==> src/rtl/enemy_wave_scheduler.sv <==
// Enemy wave scheduler: generates the shared speed tick, issues one-hot spawn strobes to free
// enemy slots after LFSR-randomised gaps, latches a random sprite address per spawned slot and
// shortens the speed period after every completed wave.
module enemy_wave_scheduler #(
   parameter int unsigned N_ENEMIES        = 4,
   parameter int unsigned ADDRESSWIDTH     = 10,
   parameter int unsigned ADR_ENEMY_A      = 0,
   parameter int unsigned ADR_ENEMY_B      = 64,
   parameter int unsigned DIV_WIDTH        = 24,
   parameter int unsigned SPEED_DIV_START  = 2000000,
   parameter int unsigned SPEED_DIV_MIN    = 250000,
   parameter int unsigned SPEED_STEP       = 250000,
   parameter int unsigned GAP_MIN          = 8,
   parameter logic [7:0]  GAP_MASK         = 8'h1F,
   parameter int unsigned ENEMIES_PER_WAVE = 6,
   parameter logic [15:0] LFSR_SEED        = 16'hACE1
) (
   input  logic                              clk_i,
   input  logic                              rst_ni,
   input  logic                              en_i,
   input  logic                              restart_i,
   input  logic [N_ENEMIES-1:0]              enemy_active_i,
   output logic                              speed_pulse_o,
   output logic [N_ENEMIES-1:0]              spawn_pulse_o,
   output logic [N_ENEMIES*ADDRESSWIDTH-1:0] adr_enemy_start_o,
   output logic [7:0]                        wave_o
);

   localparam logic [15:0] SeedEff  = (LFSR_SEED == 16'h0000) ? 16'h0001 : LFSR_SEED;
   // x^16 + x^14 + x^13 + x^11, right-shifting Galois form
   localparam logic [15:0] LfsrTaps = 16'hB400;

   localparam logic [DIV_WIDTH-1:0] PeriodStart = DIV_WIDTH'(SPEED_DIV_START);
   localparam logic [DIV_WIDTH-1:0] PeriodMin   = DIV_WIDTH'(SPEED_DIV_MIN);
   localparam logic [DIV_WIDTH-1:0] DivOne      = DIV_WIDTH'(1);
   localparam logic [DIV_WIDTH:0]   PeriodStep  = (DIV_WIDTH + 1)'(SPEED_STEP);
   // Smallest period that can still take a full step without dropping below the floor
   localparam logic [DIV_WIDTH:0]   StepFloor   = (DIV_WIDTH + 1)'(SPEED_DIV_MIN) + PeriodStep;

   localparam logic [ADDRESSWIDTH-1:0] AdrA = ADDRESSWIDTH'(ADR_ENEMY_A);
   localparam logic [ADDRESSWIDTH-1:0] AdrB = ADDRESSWIDTH'(ADR_ENEMY_B);

   localparam int unsigned      SpawnW      = $clog2(ENEMIES_PER_WAVE + 2);
   localparam logic [SpawnW-1:0] SpawnTarget = SpawnW'(ENEMIES_PER_WAVE);
   localparam logic [SpawnW-1:0] SpawnOne    = SpawnW'(1);
   localparam int unsigned      SlotW       = (N_ENEMIES > 1) ? $clog2(N_ENEMIES) : 1;

   localparam logic [8:0] GapMin = 9'(GAP_MIN);
   localparam logic [8:0] GapOne = 9'd1;

   typedef enum logic [2:0] {
      StIdle,
      StGap,
      StPick,
      StSpawn,
      StDrain,
      StNextWave
   } state_e;

   state_e                                   state_q;
   logic [15:0]                              lfsr_q, lfsr_d;
   logic [DIV_WIDTH-1:0]                     div_cnt_q;
   logic [DIV_WIDTH-1:0]                     period_q;
   logic [DIV_WIDTH-1:0]                     period_stepped;
   logic                                     speed_pulse_q;
   logic [N_ENEMIES-1:0]                     spawn_pulse_q;
   logic [7:0]                               wave_q;
   logic [SpawnW-1:0]                        spawned_q;
   logic [8:0]                               gap_q;
   logic [8:0]                               gap_reload;
   logic [N_ENEMIES-1:0][1:0]                pending_q;
   logic [N_ENEMIES-1:0][ADDRESSWIDTH-1:0]   adr_q;
   logic                                     tick;
   logic [N_ENEMIES-1:0]                     free_slot;
   logic                                     pick_found;
   logic [SlotW-1:0]                         pick_idx;
   logic [N_ENEMIES-1:0]                     pick_onehot;

   // Divider expiry this cycle; becomes the registered speed pulse on the next edge
   assign tick       = en_i && (div_cnt_q == '0);
   assign gap_reload = GapMin + {1'b0, lfsr_q[7:0] & GAP_MASK};

   // LFSR next state: advances only while the game runs
   always_comb begin
      lfsr_d = lfsr_q;
      if (en_i) begin
         lfsr_d = {1'b0, lfsr_q[15:1]} ^ (lfsr_q[0] ? LfsrTaps : 16'h0000);
      end
   end

   // LFSR state; deliberately untouched by restart so successive games differ
   always_ff @(posedge clk_i or negedge rst_ni) begin
      if (!rst_ni) begin
         lfsr_q <= SeedEff;
      end else begin
         lfsr_q <= lfsr_d;
      end
   end

   // Next period after a completed wave, clamped at the floor without underflow
   always_comb begin
      if ({1'b0, period_q} >= StepFloor) begin
         period_stepped = DIV_WIDTH'({1'b0, period_q} - PeriodStep);
      end else begin
         period_stepped = PeriodMin;
      end
   end

   // Speed divider: counts down, pulses for one cycle at zero and reloads the current period
   always_ff @(posedge clk_i or negedge rst_ni) begin
      if (!rst_ni) begin
         div_cnt_q     <= PeriodStart - DivOne;
         speed_pulse_q <= 1'b0;
      end else if (restart_i) begin
         div_cnt_q     <= PeriodStart - DivOne;
         speed_pulse_q <= 1'b0;
      end else if (en_i) begin
         if (div_cnt_q == '0) begin
            div_cnt_q     <= period_q - DivOne;
            speed_pulse_q <= 1'b1;
         end else begin
            div_cnt_q     <= div_cnt_q - DivOne;
            speed_pulse_q <= 1'b0;
         end
      end else begin
         speed_pulse_q <= 1'b0;
      end
   end

   // Slot availability and lowest-index free slot selection
   always_comb begin
      pick_found  = 1'b0;
      pick_idx    = '0;
      pick_onehot = '0;
      for (int i = 0; i < int'(N_ENEMIES); i++) begin
         free_slot[i] = !enemy_active_i[i] && (pending_q[i] == 2'd0);
      end
      for (int i = int'(N_ENEMIES) - 1; i >= 0; i--) begin
         if (free_slot[i]) begin
            pick_found     = 1'b1;
            pick_idx       = SlotW'(i);
            pick_onehot    = '0;
            pick_onehot[i] = 1'b1;
         end
      end
   end

   // Spawn FSM with pending counters, address latches, wave count and period
   always_ff @(posedge clk_i or negedge rst_ni) begin
      if (!rst_ni) begin
         state_q       <= StIdle;
         spawn_pulse_q <= '0;
         wave_q        <= '0;
         period_q      <= PeriodStart;
         spawned_q     <= '0;
         gap_q         <= '0;
         pending_q     <= '0;
         adr_q         <= {N_ENEMIES{AdrA}};
      end else if (restart_i) begin
         state_q       <= StIdle;
         spawn_pulse_q <= '0;
         wave_q        <= '0;
         period_q      <= PeriodStart;
         spawned_q     <= '0;
         gap_q         <= '0;
         pending_q     <= '0;
         adr_q         <= {N_ENEMIES{AdrA}};
      end else if (!en_i) begin
         // Pause: everything except the FSM position is kept; resume starts a fresh gap
         state_q       <= StIdle;
         spawn_pulse_q <= '0;
      end else begin
         spawn_pulse_q <= '0;
         // Pending covers the enemy_control start-up latency and slots that never go active
         for (int i = 0; i < int'(N_ENEMIES); i++) begin
            if (enemy_active_i[i]) begin
               pending_q[i] <= 2'd0;
            end else if (pending_q[i] != 2'd0) begin
               pending_q[i] <= pending_q[i] - 2'd1;
            end
         end
         unique case (state_q)
            StIdle: begin
               gap_q   <= gap_reload;
               state_q <= StGap;
            end
            StGap: begin
               if (gap_q == '0) begin
                  state_q <= StPick;
               end else if (tick) begin
                  gap_q <= gap_q - GapOne;
                  if (gap_q == GapOne) begin
                     state_q <= StPick;
                  end
               end
            end
            StPick: begin
               if (pick_found) begin
                  adr_q[pick_idx]     <= lfsr_q[0] ? AdrB : AdrA;
                  spawn_pulse_q       <= pick_onehot;
                  pending_q[pick_idx] <= 2'd3;
                  spawned_q           <= spawned_q + SpawnOne;
                  state_q             <= StSpawn;
               end
            end
            StSpawn: begin
               if (spawned_q >= SpawnTarget) begin
                  state_q <= StDrain;
               end else begin
                  gap_q   <= gap_reload;
                  state_q <= StGap;
               end
            end
            StDrain: begin
               if ((enemy_active_i == '0) && (pending_q == '0)) begin
                  state_q <= StNextWave;
               end
            end
            StNextWave: begin
               if (wave_q != 8'hFF) begin
                  wave_q <= wave_q + 8'd1;
               end
               period_q  <= period_stepped;
               spawned_q <= '0;
               gap_q     <= gap_reload;
               state_q   <= StGap;
            end
            default: state_q <= StIdle;
         endcase
      end
   end

   assign speed_pulse_o     = speed_pulse_q;
   assign spawn_pulse_o     = spawn_pulse_q;
   assign adr_enemy_start_o = adr_q;
   assign wave_o            = wave_q;

endmodule

==> config.mk <==
export PLATFORM = sky130hd
export DESIGN_NAME = enemy_wave_scheduler
export DESIGN_NICKNAME = d
export VERILOG_FILES = /design/src/rtl/enemy_wave_scheduler.sv
export SDC_FILE = /design/constraint.sdc
export NUM_CORES = 1
export LEC_CHECK = 0
export BUFFER_PORTS_ARGS = -buffer_cell sky130_fd_sc_hd__buf_2
export CELL_PAD_IN_SITES_DETAIL_PLACEMENT = 1
export CELL_PAD_IN_SITES_GLOBAL_PLACEMENT = 1
export CORE_UTILIZATION = 41
export CTS_CLUSTER_DIAMETER = 40
export CTS_CLUSTER_SIZE = 40
export DETAILED_ROUTE_END_ITERATION = 10
export PLACE_DENSITY = 0.88
export SLEW_MARGIN = 20
export SYNTH_ARGS = -nofsm -noshare
export SYNTH_HDL_FRONTEND = slang
export SYNTH_SLANG_ARGS = --single-unit
==> constraint.sdc <==
create_clock -name clk_i -period 2.73 [get_ports clk_i]
set_clock_uncertainty 0.15 [all_clocks]
set_input_delay 0 -clock clk_i [delete_from_list [all_inputs] [get_ports clk_i]]
set_output_delay 0 -clock clk_i [all_outputs]
set_load 0.005 [all_outputs]
## Word-level counts from Yosys, hierarchy flattened

Index checks and enable logic that the tools add are counted.

| cells by class | value |
|---|---|
| add/subtract/negate cells | 11 |
| bitwise gates (word level) | 2 |
| $lt $le $gt $ge | 4 |
| equal/unequal tests | 15 |
| reduce and logical (&&, ||, !) cells | 38 |
| muxes and demuxes | 80 |

Operators with widths:

| kind | number |
|---|---|
| $mux W24 | 7 |
| $mux W40 | 4 |
| $mux W8 | 8 |
| $sub A24 B1 Y24 const B | 2 |
| $mux W9 | 5 |
| $mux W2 | 21 |
| $bwmux W40 | 1 |
| $mux W3 | 11 |
| $mux W4 | 8 |
| $pmux W9 S3 | 1 |
| $ge A24 B19 Y1 const B | 1 |
| $logic_not A24 Y1 | 1 |
| $sub A24 B18 Y24 const B | 1 |
| $demux W10 S2 | 1 |
| $reduce_bool A2 Y1 | 9 |
| $mux W16 | 1 |
| $xor A15 B16 Y16 | 1 |
| $pmux W3 S5 | 1 |
| $ne A3 B3 Y1 const B | 4 |
| $mux W10 | 1 |
| $ne A5 B5 Y1 const B | 2 |
| $eq A9 B1 Y1 const B | 1 |
| $logic_not A9 Y1 | 1 |
| $reduce_and A3 Y1 | 3 |
| 30 further kinds | 54 |

| word-level totals | value |
|---|---|
| flip-flop bits (word level) | 140 |
| word-level logic and storage cells | 167 |
| input bits | 8 |
| output and inout port bits | 53 |

## Logic depth before layout (Yosys ltp)

| depth | value |
|---|---|
| depth in word-level cells | 15 |
| depth in mapped cells | 9 |
| depth with buffers taken out | 8 |

## Least setup slack after synthesis

No wires, ideal clock.

| timing path | value |
|---|---|
| path type | reg-to-reg |
| start | register gap_q[0] |
| end | register gap_q[0] |
| clock period less this slack | 2.578 ns |
| slack | 0.152 ns |
| required time | 2.448 ns |
| arrival time | 2.296 ns |
| path buffers | 1 |
| stages on the path, launching flop included | 10 |
| library setup time | 0.132 ns |
| cell sequence | dfrtp_1 > inv_1 > ha_1 > or3b_1 > o41ai_1 > nor3_1 > o31ai_1 > buf_2 > mux2i_1 > nor2_1 |

| between the ends | value |
|---|---|
| longest elaborated chain between the ends | 6 |
| elaborated cells between the ends (all ways) | 9 |
| classes of those cells | add/sub: 1; eq/ne: 1; mux: 5; reduce/logical: 2 |

RTL lines:

| what | line | source |
|---|---|---|
| start, declared | 69 | `logic [8:0] gap_q;` |
| start signal, assigned | 184 | `gap_q <= gap_reload;` |
| start signal, assigned | 191 | `gap_q <= gap_q - GapOne;` |
| start signal, assigned | 210 | `gap_q <= gap_reload;` |
| $sub A9 B1 Y9 | 191 |  |
| $mux W9 | 190 | `end else if (tick) begin` |
| $mux W9 | 188 | `if (gap_q == '0) begin` |
| $pmux W9 S3 | 182 | `unique case (state_q)` |
| $mux W9 | 168 | `end else if (!en_i) begin` |
| $mux W9 | 159 | `end else if (restart_i) begin` |

Parallel ways exist; a longest one is shown, timed or not. The select of a mux whose other input is x is not followed.
A chain may end at the register's enable or synchronous reset.

## Worst setup path in the final report

| timing path | value |
|---|---|
| start | register div_cnt_q[1] |
| end | register div_cnt_q[11] |

| between the ends | value |
|---|---|
| longest elaborated chain between the ends | 4 |
| elaborated cells between the ends (all ways) | 5 |
| classes of those cells | add/sub: 1; mux: 3; reduce/logical: 1 |

RTL lines:

| what | line | source |
|---|---|---|
| start, declared | 62 | `logic [DIV_WIDTH-1:0] div_cnt_q;` |
| start signal, assigned | 112 | `div_cnt_q <= PeriodStart - DivOne;` |
| start signal, assigned | 115 | `div_cnt_q <= PeriodStart - DivOne;` |
| start signal, assigned | 119 | `div_cnt_q <= period_q - DivOne;` |
| $sub A24 B1 Y24 or $logic_not A24 Y1 (tied branches) | 122, 118 |  |
| $mux W24 (*) | 118 | `if (div_cnt_q == '0) begin` |
| $mux W24 (*) | 117 | `end else if (en_i) begin` |
| $mux W24 (*) | 114 | `end else if (restart_i) begin` |

Every way passes the cells marked *; elsewhere a longest branch is shown, timed or not. The select of a mux whose other input is x is not followed.

==> flow_metrics.tcl <==
set metrics [dict create \
    tns_ps 0 \
    start_util_pct 41.9 \
    synth_area_leaders "dfrtp_1 (28%), dfstp_2 (12%), nor2_1 (4.8%)" \
    ir_drop_mv 0.388 \
    yosysSeqAreaShare_pct 40.0 \
    drt-met1-wl_mm 8.17 \
    cts_tree "yes" \
    ys_async_sr_fraction_pct 100 \
    slowest_delay_ps 600 \
    cap_violations 0 \
    yosys-top-cells-count "nor2_1 (81), dfrtp_1 (72), nand2_1 (48), o21ai_0 (48), a21oi_1 (45)" \
    drtPass1Iterations 4 \
    diodes 0 \
    rsz0062_at_grt "true" \
    cts_made_buffers 9 \
    ys_types 76 \
    maxSlewViolCount 0 \
    preCtsSetupSlack_ps 44.6 \
    synth_edf_count 0 \
    yosysWarnings 0 \
    required_ps 2860 \
    slowest_stage "or4_4" \
    max_freq_ghz 0.367 \
    fp.dieW_um 126 \
    drc 0 \
    cts.reportedPaths.clkPinSlew_ps 80 \
    power_leakage_nw 3.12 \
    grt_start_max_net_pins 59 \
    clockBufferDepth 2 \
    die-area_um2 16000 \
    maxUsedRoutingLayer "met4" \
    max_slew.worst_pin.slew_ps 783 \
    synth_flop_cell "dfrtp_1" \
    crit_path_end_kind "flop" \
    crit_top_cell "or4_4" \
    yosys.area.top_type_share_pct 28.4 \
    place_congestion 0.872 \
    dpl.hpwl_mm 13.2 \
    fp-row-count 45 \
    crit_path_start_kind "flop" \
    crit_buf_inv 0 \
    synthCells 723 \
    period_minus_slack_ps 2730 \
    routed_via_density 6.11 \
    fp.coreArea_um2 15100 \
    grt_usage_pct 24.7 \
    cts_root_buf "clkbuf_16" \
    antenna_found_initial 0 \
    grt_pass1_vias 6076 \
    fin_crit_sh_pct 99.8 \
    grt-ovfl-total 0 \
    arrival_ps 2860 \
    synth_area_leader_cell "dfrtp_1" \
    io_pins 61 \
    clkLatencyLatePin_ps 370 \
    cp_top_family "simple AND/OR/NAND/NOR gates" \
    yosysMostFrequentCell "nor2_1" \
    fp.dieH_um 126 \
    drive_gt1_share_pct 23.7 \
    wl_met3_um 928 \
    area_growth_pct 17.3 \
    layout.nets 809 \
    grt_pass1_wl_mm 31.2 \
    route.detailed.wl_per_inst_um 19.8 \
    r2r-start "div_cnt_q[1]" \
    io_buffer_count 24 \
    wl_mm 19.5 \
    max-slew-margin-rel_pct 47.8 \
    drtIter0Drc 322 \
    startpoint "div_cnt_q[1]" \
    syn_area_um2 6340 \
    outcome "complete, no violations" \
    power.density_nw_per_um2 524 \
    h-tree-depth 3 \
    num_vias 6016 \
    crit_path_cell_trace "or4_4, or4_4, nor3_2, o21ai_0, a2111o_1, a31oi_1" \
    stdcell_area_um2 7430 \
    met2WireLength_mm 9.68 \
    holdCritPathClass "primary input to asynchronous set/reset pin" \
    post-route-util_pct 49.1 \
    hold_viol 0 \
    crit_path_max_fanout 3 \
    critical_path_class "flop to flop" \
    setup_viol 0 \
    dpl_cell_area_um2 6910 \
    syn_area_per_cell_um2 8.77 \
    setup_ws_ps 4.52 \
    drt.antenna.violating_nets 0 \
    cts_num_sinks 100 \
    ys_ff_latch 100 \
]
[cells by family after synthesis]
group	synth area share, %
xor gates and xnor gates	2.90
other	0.0592
adders and majority gates	1.78
DFF	40.0
muxes	3.57
and+or+nand+nor	22.0
buffers and inverters	8.27
AOI/OAI and AO/OA	21.4
[what timing repair did]
action | 4_1_cts | 5_1_grt
endpoints found under the setup margin | 1 | 23
hold buffers | 7 | 0
endpoints found under the hold margin | 63 | 0
gates resized for setup | 1 | 26
gates cloned | 0 | 1
buffers inserted | 0 | 2
pin swaps | 0 | 3
[sequential cells by signal, summed over array words and instances (netlist names)]
name / flops
wave_o: 8
speed_pulse_o: 1
div_cnt_q: 24
gap_q: 9
adr_enemy_start_o: 4
state_q: 3
spawn_pulse_o: 4
pending_q: 8
period_q: 20
spawned_q: 3
lfsr_q: 16
[worst register-to-register path, cell delays in order (launching register included)]
cell and delay (ps):
dfstp_2 370, or4_4 550, or4_4 600, nor3_2 200
o21ai_0 220, a2111o_1 440, a31oi_1 130
[where the power goes]
group | switching [mW] | internal, mW
sequential | 0.149 | 1.68
clock | 0.621 | 0.727
combinational | 0.377 | 0.338
total | 1.15 | 2.75
[area by class of cell]
type	count	area, um^2
Tap cell	188	235
Clock inverter	5	67.6
Fill cell	1773	7710
Inverter	24	90.1
Clock buffer	11	233
Sequential cell	100	2540
Timing Repair Buffer	100	741
Multi-Input combinational cell	557	3530
[worst paths after layout]
check                      cells past startpoint            end  slack [ps]
setup / recovery                               6  div_cnt_q[11]           5
hold / removal                                 2       gap_q[8]         120
setup reg to reg                               6  div_cnt_q[11]           5
hold reg to reg                                2     lfsr_q[10]         340
max in group asynchronous                      3     lfsr_q[15]        1530
min in group clk_i                             2     lfsr_q[10]         340
[metrics by stage]
stage	cells	total power [mW]	hold slack, ps
6_report	985	3.89	116
2_1_floorplan	758	2.32	-446
3_5_place_dp	959	2.56	-14.1
5_1_grt	985	4.07	179
4_1_cts	982	3.93	136
3_3_place_gp	959	2.50	-29.4
[cell usage in the layout (no fill, tap or decap), types with 10 or more instances in the layout]
| cell | instances |
|---|---|
| nor2_1 | 80 |
| dfrtp_1 | 72 |
| buf_4 | 65 |
| nand2_1 | 48 |
| a21oi_1 | 44 |
| o21ai_0 | 44 |
| conb_1 | 36 |
| nor3_1 | 32 |
| dfstp_2 | 28 |
| buf_2 | 24 |
| inv_1 | 23 |
| a31oi_1 | 16 |
| nand3_1 | 14 |
| mux2_2 | 13 |
| o211ai_1 | 12 |
| xnor2_1 | 11 |
| nand4_1 | 11 |
| or3_1 | 10 |
| xor2_1 | 10 |
[per-layer routing]
layer	vias up	track usage, %
met1	3029	30.6
li1	2723	-
met4	0	10.7
met2	201	42.1
met5	-	0
met3	63	4.72
(Power assumes the default switching activity.)
